==> src/rtl/nibble_packer.sv <==
// Packs eight 4-bit nibbles MSB-first into 32-bit words and buffers them in a
// small FIFO with a valid/ready output. Define NIBBLE_PACKER_PARITY_EN to add WORD_PAR.
module nibble_packer #(
  parameter int FIFO_DEPTH = 4,
  parameter int CNT_W      = 8
) (
  input  logic             CLK,
  input  logic             RESET_L,
  input  logic [3:0]       NIBBLE_IN,
  input  logic             NIBBLE_VALID,
  input  logic             FLUSH,
  output logic [31:0]      WORD_OUT,
  output logic             WORD_VALID,
  input  logic             WORD_READY,
  output logic             FIFO_FULL,
`ifdef NIBBLE_PACKER_PARITY_EN
  output logic [CNT_W-1:0] DROP_CNT,
  output logic             WORD_PAR
`else
  output logic [CNT_W-1:0] DROP_CNT
`endif
);

  localparam int PTR_W = $clog2(FIFO_DEPTH);
  localparam int OCC_W = PTR_W + 1;
  localparam logic [OCC_W-1:0] DEPTH_C = OCC_W'(FIFO_DEPTH);
`ifdef NIBBLE_PACKER_PARITY_EN
  localparam int ENT_W = 33;
`else
  localparam int ENT_W = 32;
`endif

  // Output handshake: a word transfers on any rising edge where
  // WORD_VALID && WORD_READY; WORD_OUT holds steady until then.

  logic [2:0]       r_idx;
  logic [31:0]      r_asm;
  logic [31:0]      w_asm_ins;
  logic [4:0]       w_shamt;
  logic             w_push;

  logic [ENT_W-1:0] r_mem [FIFO_DEPTH];
  logic [PTR_W-1:0] r_wptr;
  logic [PTR_W-1:0] r_rptr;
  logic [OCC_W-1:0] r_count;
  logic [OCC_W-1:0] w_count_nxt;
  logic             r_valid;
  logic             r_full;
  logic [CNT_W-1:0] r_drop;
  logic             w_pop;
  logic             w_wr;
  logic             w_drop;
  logic [ENT_W-1:0] w_entry;
  logic [ENT_W-1:0] w_head;

  // Unfilled low nibbles are already zero, so OR-ing in place also pads flushes.
  always_comb begin
    w_shamt   = 5'd28 - {r_idx, 2'b00};
    w_asm_ins = r_asm;
    if (NIBBLE_VALID) begin
      w_asm_ins = r_asm | ({28'd0, NIBBLE_IN} << w_shamt);
    end
  end

  assign w_push = (NIBBLE_VALID && (r_idx == 3'd7)) ||
                  (FLUSH && ((r_idx != 3'd0) || NIBBLE_VALID));

  always_ff @(posedge CLK or negedge RESET_L) begin
    if (!RESET_L) begin
      r_idx <= 3'd0;
      r_asm <= 32'd0;
    end else if (w_push) begin
      r_idx <= 3'd0;
      r_asm <= 32'd0;
    end else if (NIBBLE_VALID) begin
      r_idx <= r_idx + 3'd1;
      r_asm <= w_asm_ins;
    end
  end

`ifdef NIBBLE_PACKER_PARITY_EN
  assign w_entry = {^w_asm_ins, w_asm_ins};
`else
  assign w_entry = w_asm_ins;
`endif

  // A push into a full FIFO still lands when the head leaves on the same edge.
  assign w_pop  = r_valid && WORD_READY;
  assign w_wr   = w_push && (!r_full || w_pop);
  assign w_drop = w_push && r_full && !w_pop;

  always_comb begin
    w_count_nxt = r_count;
    case ({w_wr, w_pop})
      2'b10:   w_count_nxt = r_count + OCC_W'(1);
      2'b01:   w_count_nxt = r_count - OCC_W'(1);
      default: w_count_nxt = r_count;
    endcase
  end

  always_ff @(posedge CLK or negedge RESET_L) begin
    if (!RESET_L) begin
      r_wptr  <= '0;
      r_rptr  <= '0;
      r_count <= '0;
      r_valid <= 1'b0;
      r_full  <= 1'b0;
    end else begin
      if (w_wr) begin
        r_wptr <= r_wptr + PTR_W'(1);
      end
      if (w_pop) begin
        r_rptr <= r_rptr + PTR_W'(1);
      end
      r_count <= w_count_nxt;
      r_valid <= (w_count_nxt != '0);
      r_full  <= (w_count_nxt == DEPTH_C);
    end
  end

  always_ff @(posedge CLK) begin
    if (w_wr) begin
      r_mem[r_wptr] <= w_entry;
    end
  end

  always_ff @(posedge CLK or negedge RESET_L) begin
    if (!RESET_L) begin
      r_drop <= '0;
    end else if (w_drop && (r_drop != {CNT_W{1'b1}})) begin
      r_drop <= r_drop + CNT_W'(1);
    end
  end

  // Storage is not reset; gating with valid keeps the outputs at zero when empty.
  assign w_head     = r_mem[r_rptr];
  assign WORD_OUT   = r_valid ? w_head[31:0] : 32'd0;
  assign WORD_VALID = r_valid;
  assign FIFO_FULL  = r_full;
  assign DROP_CNT   = r_drop;
`ifdef NIBBLE_PACKER_PARITY_EN
  assign WORD_PAR   = r_valid ? w_head[32] : 1'b0;
`endif

endmodule

==> config.mk <==
export PLATFORM = sky130hd
export DESIGN_NAME = nibble_packer
export DESIGN_NICKNAME = d
export VERILOG_FILES = /design/src/rtl/nibble_packer.sv
export SDC_FILE = /design/constraint.sdc
export NUM_CORES = 1
export LEC_CHECK = 0
export CORE_ASPECT_RATIO = 1.5
export CORE_MARGIN = 2
export CORE_UTILIZATION = 53
export CTS_BUF_LIST = sky130_fd_sc_hd__clkbuf_8 sky130_fd_sc_hd__clkbuf_16
export CTS_CLUSTER_DIAMETER = 50
export CTS_CLUSTER_SIZE = 16
export DETAILED_ROUTE_END_ITERATION = 10
export GPL_TIMING_DRIVEN = 0
export PLACE_DENSITY = 0.76
export REMOVE_ABC_BUFFERS = 1
export SLEW_MARGIN = 30
export SYNTH_ARGS = -nofsm -noshare
export SYNTH_HDL_FRONTEND = slang
export SYNTH_SLANG_ARGS = --single-unit
==> constraint.sdc <==
create_clock -name CLK -period 2.5 [get_ports CLK]
set_input_delay 0.25 -clock CLK [delete_from_list [all_inputs] [get_ports CLK]]
set_output_delay 0.25 -clock CLK [all_outputs]
set_load 0.005 [all_outputs]
* After elaboration in Yosys (flattened, before gate mapping)
Memories as Yosys holds them, arrays and structs flattened.
Cells that the tools add are included.
Widths: inputs -> output; s select.
** Word-level totals
- Bits in registers :: 52
- Latch bits :: 0
- Bits in writable memories :: 128
- Bits in read-only memories :: 0
- Input bits :: 9
- Output and inout bits :: 42
- Logic and storage cells :: 47
- Memories :: 1
** Memory list
- r_mem :: words 4, bits a word 32, read ports 1, clocked after Yosys merged registers in 0, wr ports 1, line 42 : logic [ENT_W-1:0] r_mem [FIFO_DEPTH];
** Cells by class
- Add/sub/neg operators :: 7
- $mul :: 0
- Divide/modulo/power cells :: 0
- Magnitude comparators :: 0
- Equality and inequality tests :: 5
- Shift-type cells :: 1
- Multiplexer cells :: 9
- Bitwise logic cells :: 1
- Reductions and logical operators :: 15
** Operator list (number)
- $mux 32 :: 4
- $or 32x32->32 :: 1
- $shl 4x5->32 :: 1
- $add 8x1->8 const B :: 1
- $ne 8x8->1 const B :: 1
- $logic_and 1x1->1 :: 7
- $add 3x1->3 const B :: 2
- $eq 3x3->1 const B :: 2
- $mux 3 :: 2
- $pmux 3 s2 :: 1
- $reduce_bool 3->1 :: 2
- $sub 5x5->5 const A :: 1
- $add 2x1->2 const B :: 2
- $logic_or 1x1->1 :: 3
- $sub 3x1->3 const B :: 1
- $eq 2x1->1 const B :: 1
- $eq 2x2->1 const B :: 1
- $logic_not 1->1 :: 2
- $mux 1 :: 2
- $reduce_bool 2->1 :: 1

* Depth between registers and ports, before layout
Gate-level depths: netlist of the first run.
- Depth after elaboration :: 8
- Gate-level depth with buffers :: 11
- Mapped depth without buffers :: 11

* Least setup slack after synthesis of the first run
No wires, ideal clock.
- Kind :: reg2reg
- From :: register r_idx[0]
- To :: memory r_mem[2][0], enable pin
- Library setup time :: 0.392 ns
- Arrival time :: 2.098 ns
- Path slack :: 0.010 ns
- Stages on the path, launching flop included :: 6
- Path through :: dfrtp_1 inv_1 ha_1 or3b_4 nor3b_2 and2_1
** On the way
- Word-level cells in the longest chain between the ends :: 7
** Ends and longest elaborated chain
- start, declared :: line 36 : logic [2:0] r_idx;
- start signal, assigned :: line 76 : r_idx <= r_idx + 3'd1;
- $reduce_bool 3->1 :: line 66 : (FLUSH && ((r_idx != 3'd0) || NIBBLE_VALID));
- $logic_or 1x1->1 :: line 66
- $logic_and 1x1->1 :: line 66
- $logic_or 1x1->1 (*) :: line 65 : assign w_push = (NIBBLE_VALID && (r_idx == 3'd7)) ||
- $logic_and 1x1->1 (*) :: line 89 : assign w_wr = w_push && (!r_full || w_pop);
- $mux 1 (*) :: line 122 : if (w_wr) begin
- $mux 1 (implied by the code) (*) :: line 123 : r_mem[r_wptr] <= w_entry;
- end, declared :: line 42
Every way passes the cells marked *; elsewhere a longest branch is shown, timed or not.

* Worst setup path after layout of the first run
- From :: register r_idx[0]
- To :: register r_valid (netlist: WORD_VALID)
** On the way
- Word-level cells in the longest chain between the ends :: 8
** Ends and longest elaborated chain
- $reduce_bool 3->1 :: line 66
- $logic_or 1x1->1 :: line 66
- $logic_and 1x1->1 :: line 66
- $logic_or 1x1->1 (*) :: line 65
- $logic_and 1x1->1 (*) :: line 89
- $eq 2x1->1 or $eq 2x2->1 (tied branches) :: line 94 : case ({w_wr, w_pop})
- $pmux 3 s2 (*) :: line 94
- net w_count_nxt[1] :: line 46 : logic [OCC_W-1:0] w_count_nxt;
- $reduce_bool 3->1 (*) :: line 116 : r_valid <= (w_count_nxt != '0);
- end signal, assigned :: line 116
- end, declared :: line 47 : logic r_valid;
The timed path passes the listed nets; every way through them passes the cells marked *.
A chain may end at the register's enable or synchronous reset.

==> results of run 1 <==
-- cell type report --
| type | instances | area share [%] |
|---|---|---|
| sequential | 180 | 56.6 |
| multi-input combinational | 209 | 22.7 |
| timing repair buffer | 91 | 11.7 |
| clock buffer | 17 | 4.67 |
| tap | 162 | 2.22 |
| clock inverter | 15 | 1.74 |
| inverter | 8 | 0.330 |
-- worst reg2reg max path: cells and delay by family (launching register included) --
family | cells | cell delay, ns
simple gates | 4 | 0.72
fa+ha+maj | 3 | 0.76
mux | 1 | 0.30
flops | 1 | 0.42
buf+inv | 2 | 0.18
-- flip-flops by register name (all words and copies together), names as in the netlist --
signal / flops
r_mem: 128
DROP_CNT: 8
r_rptr: 2
r_asm: 32
r_idx: 3
FIFO_FULL: 1
r_count: 3
r_wptr: 2
WORD_VALID: 1
-- cells in the mapped netlist, drive strengths merged --
cell type	instances	area (µm²)
a21boi	1	18.8
a21o	32	240
a21oi	2	13.8
a31oi	2	12.5
and2	40	250
and2b	9	67.6
and3	4	25.0
buf	9	63.8
clkbuf	6	22.5
dfrtp	52	1300
edfxtp	128	3840
fa	1	20.0
ha	9	113
inv	8	30.0
mux2	3	33.8
mux4	32	721
nand2	8	30.0
nand2b	2	12.5
nand3	3	15.0
nand3b	2	27.5
nand4	1	6.26
nor2	9	36.3
nor2b	25	164
nor3	5	30.0
nor3b	1	12.5
nor4	2	12.5
o21ai	3	15.0
or3b	1	11.3
xnor2	7	61.3
xor2	5	43.8
-- power by group --
part,switching (W),internal [W],total [W]
logic,0.00139,0.00211,0.00350
clock network,0.00117,0.00142,0.00259
registers,0.000323,0.00381,0.00413
-- cells by family (layout without fill, tap and decap cells) --
family | after synthesis | count (layout)
adders and majority gates | 10 | 10
and+or+nand+nor | 112 | 112
buffers and inverters | 23 | 131
muxes | 35 | 35
xor gates and xnor gates | 12 | 12
AOI/OAI and AO/OA | 40 | 40
DFF | 180 | 180
-- metal layers --
layer	vias up	GRT usage [%]	share of wire, %
met3	18	4.61	4.7
met2	110	35.4	56
li1	1734	-	-
met5	-	0	0
met1	2001	23.1	38
met4	0	7.40	1.7
-- cell usage in the layout, fill, tap and decap left out, types with 2 or more instances in the layout --
cell               n
and2_1            36
xor2_1             5
nor2b_1           24
a31oi_1            2
nand2_1            8
nor2_1             6
o21ai_0            3
ha_4               2
nand3_1            3
nand2b_1           2
mux4_2            32
inv_2              3
buf_4             29
and2_2             4
a21o_1            32
and3_1             4
nor2_2             3
dfrtp_1           49
buf_12             4
and2b_1            9
clkdlybuf4s50_1   22
dfrtp_4            3
inv_6              3
edfxtp_1         128
nor3_2             2
inv_1              5
clkinvlp_4         3
xnor2_2            2
nor4_1             2
mux2_2             2
nor3_1             3
dlymetal6s2s_1    27
xnor2_1            5
buf_16             4
clkbuf_16         20
inv_8              6
ha_1               6
-- per-stage QoR --
step                      TNS, ns  cells  total power, W  utilization (%)
after detailed placement   -19.12    616         0.00713             59.7
final                           0    682          0.0102             67.6
after floorplan                 0    397         0.00568                -
after global routing      -0.0761    682          0.0107             67.6
after CTS                  -0.220    653         0.00976             64.5
after global placement    -193.41    609         0.00693             58.4
-- worst paths after layout --
check,start,to,slack [ns],cells past startpoint
min,RESET_L,r_asm[8],0.28,2
max,r_idx[0],WORD_VALID,0.002,10
max reg2reg,r_idx[0],WORD_VALID,0.002,10
min in group CLK,DROP_CNT[5],DROP_CNT[5],0.53,1
max in group asynchronous,RESET_L,r_asm[29],1.73,3
min reg2reg,DROP_CNT[5],DROP_CNT[5],0.53,1
-- repair_timing --
action / in CTS / in global routing
hold endpoints to repair: 25 / 0
gates resized for setup: 7 / 44
cloned: 0 / 4
hold buffers: 1 / 0
setup endpoints to repair: 46 / 51
buffers inserted: 4 / 25
pin swaps: 0 / 5
==> run_results.csv, run 1 <==
group,metric,value,unit
status,status,"finished, final reports clean",
cts,insertion_delay,0.42,ns
logic_synthesis,ys_warn_count,0,
placement,io_buffers,50,
logic_synthesis,synthXorXnorAreaFrac,1.45,%
drt,post-route-drc-count,0,
floorplanning,die_height,147,µm
logic_synthesis,postSynthCellCount,412,
worst_setup_path,cp_cell_sequence,"inv_2 -> ha_2 -> or3b_4 -> nor3b_4 -> inv_2 -> ha_4 -> fa_2 -> mux2_4 -> nor2_2 -> nand2_1",
timing,fin_crit,2.50,ns
worst_setup_path,cp_top_family,"adder cells",
cts,clk_pin_slew,0.07,ns
logic_synthesis,yosys.area_share.simple,9.66,%
timing,clock.fmax,400,MHz
flow_run,drv_cap,0,
worst_setup_path,critPathBufInv,2,
layout,area_growth,25.6,%
drt,vias,3863,
drt,post_drt_wl_per_cell,21.5,µm
logic_synthesis,synth_compound_area_share,4.14,%
timing,worstMarginPinSlew,0.996,ns
logic_synthesis,syn_area,0.00725,mm²
floorplanning,core_area,0.0135,mm²
logic_synthesis,synth-seq-cells,180,
timing,worst_slack,0.00227,ns
placement,hpwl,8290,µm
timing,skew,0.00876,ns
worst_setup_path,max_stage_delay,0.43,ns
logic_synthesis,synth_top_family_by_area,"multiplexers",
global_route,grt_pass1_vias,4088,
logic_synthesis,synth.area.mux_share,10.4,%
power_and_ir_drop,leakagePower,3.94,nW
timing,finalHoldViolCount,0,
logic_synthesis,ys_seq_area_share,70.9,%
layout,multi_input_area,0.00207,mm²
global_route,grt_max_degree,36,
logic_synthesis,synthDistinctLibCells,36,
layout,antenna_cells,0,
logic_synthesis,avgSynthCellArea,17.6,µm²
global_route,gr-usage-all-layers,19.8,%
worst_setup_path,slowest_stage,"fa_2",
timing,grt_setup_unrepaired,"true",
floorplanning,start_util,53.9,%
timing,fin_crit_sh,99.9,%
drt,postRouteAntennaNets,0,
cts,h-tree-depth,4,
placement,placed_area,0.00804,mm²
hold_path,hp-class,"in -> async",
logic_synthesis,synthAdderAreaFrac,1.83,%
worst_setup_path,cp_data_arrival_time,2.80,ns
layout,finalNetCount,526,
power_and_ir_drop,peakVddDrop,695,µV
drt,drt_iter0_markers,263,
timing,fin_hold_ws,0.280,ns
timing,slew_violations,0,
floorplanning,placement_rows,52,
worst_setup_path,cp-end-kind,"register",
cts,cts_buffers,17,
worst_setup_path,start_kind,"register",
drt,drt-total-wl,14600,µm
floorplanning,die_area,0.0147,mm²
placement,pre_cts_slack,-0.559,ns
global_route,grt_pass1_wl,21700,µm
worst_setup_path,cp.required,2.80,ns
power_and_ir_drop,power_density,1120,mW/mm²
floorplanning,die_w,99.5,µm
global_route,antenna_found_initial,0,
layout,drive_gt1_share,25.8,%
worst_setup_path,worstSetupPathType,"reg -> reg",
drt,drt-pass1-iter-count,4,
layout,fill_cells,844,
floorplanning,io_pins,51,
drt,via_per_inst,5.66,
layout,stdcell_area,0.00911,mm²
timing,finalSetupViolations,0,
timing,max_slew_margin,33.4,%
global_route,grt_overflow_total,0,
cts,clockRootBuffer,"clkbuf_16",
worst_setup_path,path_max_fanout,4,
layout,seq_area,0.00516,mm²
cts,cts_tree,"yes",
cts,cts_sinks,180,
placement,place.gp.congestion,0.771,
worst_setup_path,cpMostUsedCell,"inv_2",
cts,ctsLongestPathBuffers,2,
Note: power is estimated with default switching activity, not from simulation.
==> run 2: changes to the inputs <==
--- a/config.mk
+++ b/config.mk
@@ -13,7 +13,7 @@
 export CTS_CLUSTER_SIZE = 16
 export DETAILED_ROUTE_END_ITERATION = 10
 export GPL_TIMING_DRIVEN = 0
-export PLACE_DENSITY = 0.76
+export PLACE_DENSITY_LB_ADDON = 0.08
 export REMOVE_ABC_BUFFERS = 1
 export SLEW_MARGIN = 30
 export SYNTH_ARGS = -nofsm -noshare
==> run_results.csv, run 2 (synthesis gave the netlist of run 1 again) <==
group,metric,value,unit
global_route,grt_overflow_total,0,
cts,cts_tree,"yes",
placement,io_buffers,50,
floorplanning,start_util,53.9,%
layout,stdcell_area,0.00894,mm²
layout,fill_cells,939,
drt,via_per_inst,5.70,
layout,multi_input_area,0.00206,mm²
cts,h-tree-depth,4,
drt,postRouteAntennaNets,0,
floorplanning,placement_rows,52,
worst_setup_path,path_max_fanout,4,
power_and_ir_drop,power_density,1140,mW/mm²
worst_setup_path,cp-end-kind,"register",
layout,mostFrequentLayoutCell,"edfxtp_1",
timing,grt_setup_unrepaired,"true",
layout,largest-register,"r_mem",
cts,cts_buffers,17,
floorplanning,io_pins,51,
status,status,"finished, final reports clean",
timing,worst_slack,0.0585,ns
placement,placed_area,0.00803,mm²
global_route,antenna_found_initial,0,
floorplanning,die_area,0.0147,mm²
drt,post_drt_wl_per_cell,20.2,µm
layout,finalNetCount,513,
global_route,grt_pass1_wl,21700,µm
flow_run,drv_cap,0,
global_route,grt_pass1_vias,4071,
layout,seq_area,0.00516,mm²
global_route,grt_max_degree,36,
worst_setup_path,reg2regPathDepth,10,
cts,insertion_delay,0.42,ns
timing,fin_crit_sh,97.7,%
layout,drive_gt1_share,23.3,%
hold_path,hp-class,"in -> async",
drt,drt-pass1-iter-count,4,
placement,hpwl,7990,µm
drt,drt-total-wl,13500,µm
timing,fin_crit,2.44,ns
floorplanning,core_area,0.0135,mm²
placement,pre_cts_slack,-0.496,ns
layout,area_growth,23.3,%
worst_setup_path,cp_data_arrival_time,2.75,ns
power_and_ir_drop,peakVddDrop,641,µV
worst_setup_path,cp.required,2.81,ns
global_route,gr-usage-all-layers,20.0,%
drt,post-route-drc-count,0,
worst_setup_path,start_kind,"register",
layout,largest_reg_flops,128,
cts,clk_pin_slew,0.07,ns
worst_setup_path,worst_r2r_endpoint,"WORD_VALID",
floorplanning,die_w,99.5,µm
layout,fin_util,66.4,%
drt,drt_iter0_markers,167,
layout,layout_common_cells,"edfxtp_1, dfrtp_1, and2_1, clkdlybuf4s50_1",
layout,antenna_cells,0,
cts,clockRootBuffer,"clkbuf_16",
drt,vias,3813,
worst_setup_path,worstSetupPathType,"reg -> reg",
placement,place.gp.congestion,0.762,
cts,ctsLongestPathBuffers,2,
timing,max_slew_margin,36.5,%
floorplanning,die_height,147,µm
timing,worstMarginPinSlew,0.949,ns
power_and_ir_drop,leakagePower,3.68,nW
cts,cts_sinks,180,
timing,finalSetupViolations,0,
timing,finalHoldViolCount,0,
worst_setup_path,reg2reg_setup_slack,0.06,ns
timing,skew,0.00825,ns
timing,clock.fmax,410,MHz
timing,slew_violations,0,
worst_setup_path,r2r-start,"r_idx[0]",
-- run 2: cell count changes in the layout (fill, tap and decap cells not counted), moves of 4 or more --
cell             delta
bufinv_16           +4
buf_4               -9
dlymetal6s2s_1     -24
clkdlybuf4s50_1    +13
inv_8               -5
dlygate4sd2_1      +11
-- run 2: worst max-delay path by stage --
stage	start	endpoint	slack [ns]
finish	r_idx[0]	WORD_VALID	0.06
CTS	r_idx[0]	WORD_VALID	-0.02
global placement	WORD_VALID	r_mem[0][23]	-1.25
global route	r_idx[0]	WORD_VALID	-0.03
floorplan	r_idx[0]	r_mem[2][0]	0.01
detailed placement	NIBBLE_VALID	WORD_VALID	-0.50
-- run 2: where the power goes --
group          switching, W  internal [W]  total [W]
clock               0.00111       0.00179    0.00290
sequential         0.000292       0.00381    0.00410
combinational       0.00131       0.00190    0.00321
total               0.00272       0.00749     0.0102
-- run 2: layout make-up --
cell class | instances | area share, %
Multi-Input combinational cell | 209 | 23.1
Clock inverter | 15 | 2.53
Tap cell | 162 | 2.27
Clock buffer | 17 | 4.76
Inverter | 8 | 0.336
Timing Repair Buffer | 78 | 9.41
Sequential cell | 180 | 57.6
-- run 2: worst max-delay path, cell delays in order, from the launching register on --
cell and delay, ns:
dfrtp_1 0.43, inv_2 0.09, ha_2 0.18, or3b_4 0.39
nor3b_4 0.17, inv_2 0.07, ha_4 0.13, fa_1 0.42
mux2_4 0.31, nor2_2 0.08, nand2_1 0.05
-- run 2: what timing repair did --
action / CTS / global route
hold endpoints to repair: 22 / 0
endpoints found under the setup margin: 68 / 44
pin swaps: 0 / 2
buffers inserted: 5 / 15
cloned: 1 / 0
resized for setup: 19 / 13
hold buffers: 1 / 0
-- run 2: metal layers --
layer  up-vias  part of all wire [%]  track usage, %
li1       1710                     -               -
met1      1985                    42            26.0
met2       100                    52            33.0
met3        18                   4.1            3.52
met4         0                   2.2            8.70
met5         -                     0               0
-- run 2: metrics by stage --
step	total power (W)	hold WS [ns]	std cells	setup TNS, ns
after global placement	0.00697	0.500	609	-221.87
after floorplan	0.00568	-0.0456	397	0
after global routing	0.0107	0.296	669	-0.0533
final	0.0102	0.264	669	0
after detailed placement	0.00714	0.177	615	-28.63
after CTS	0.0101	0.260	654	-0.0177
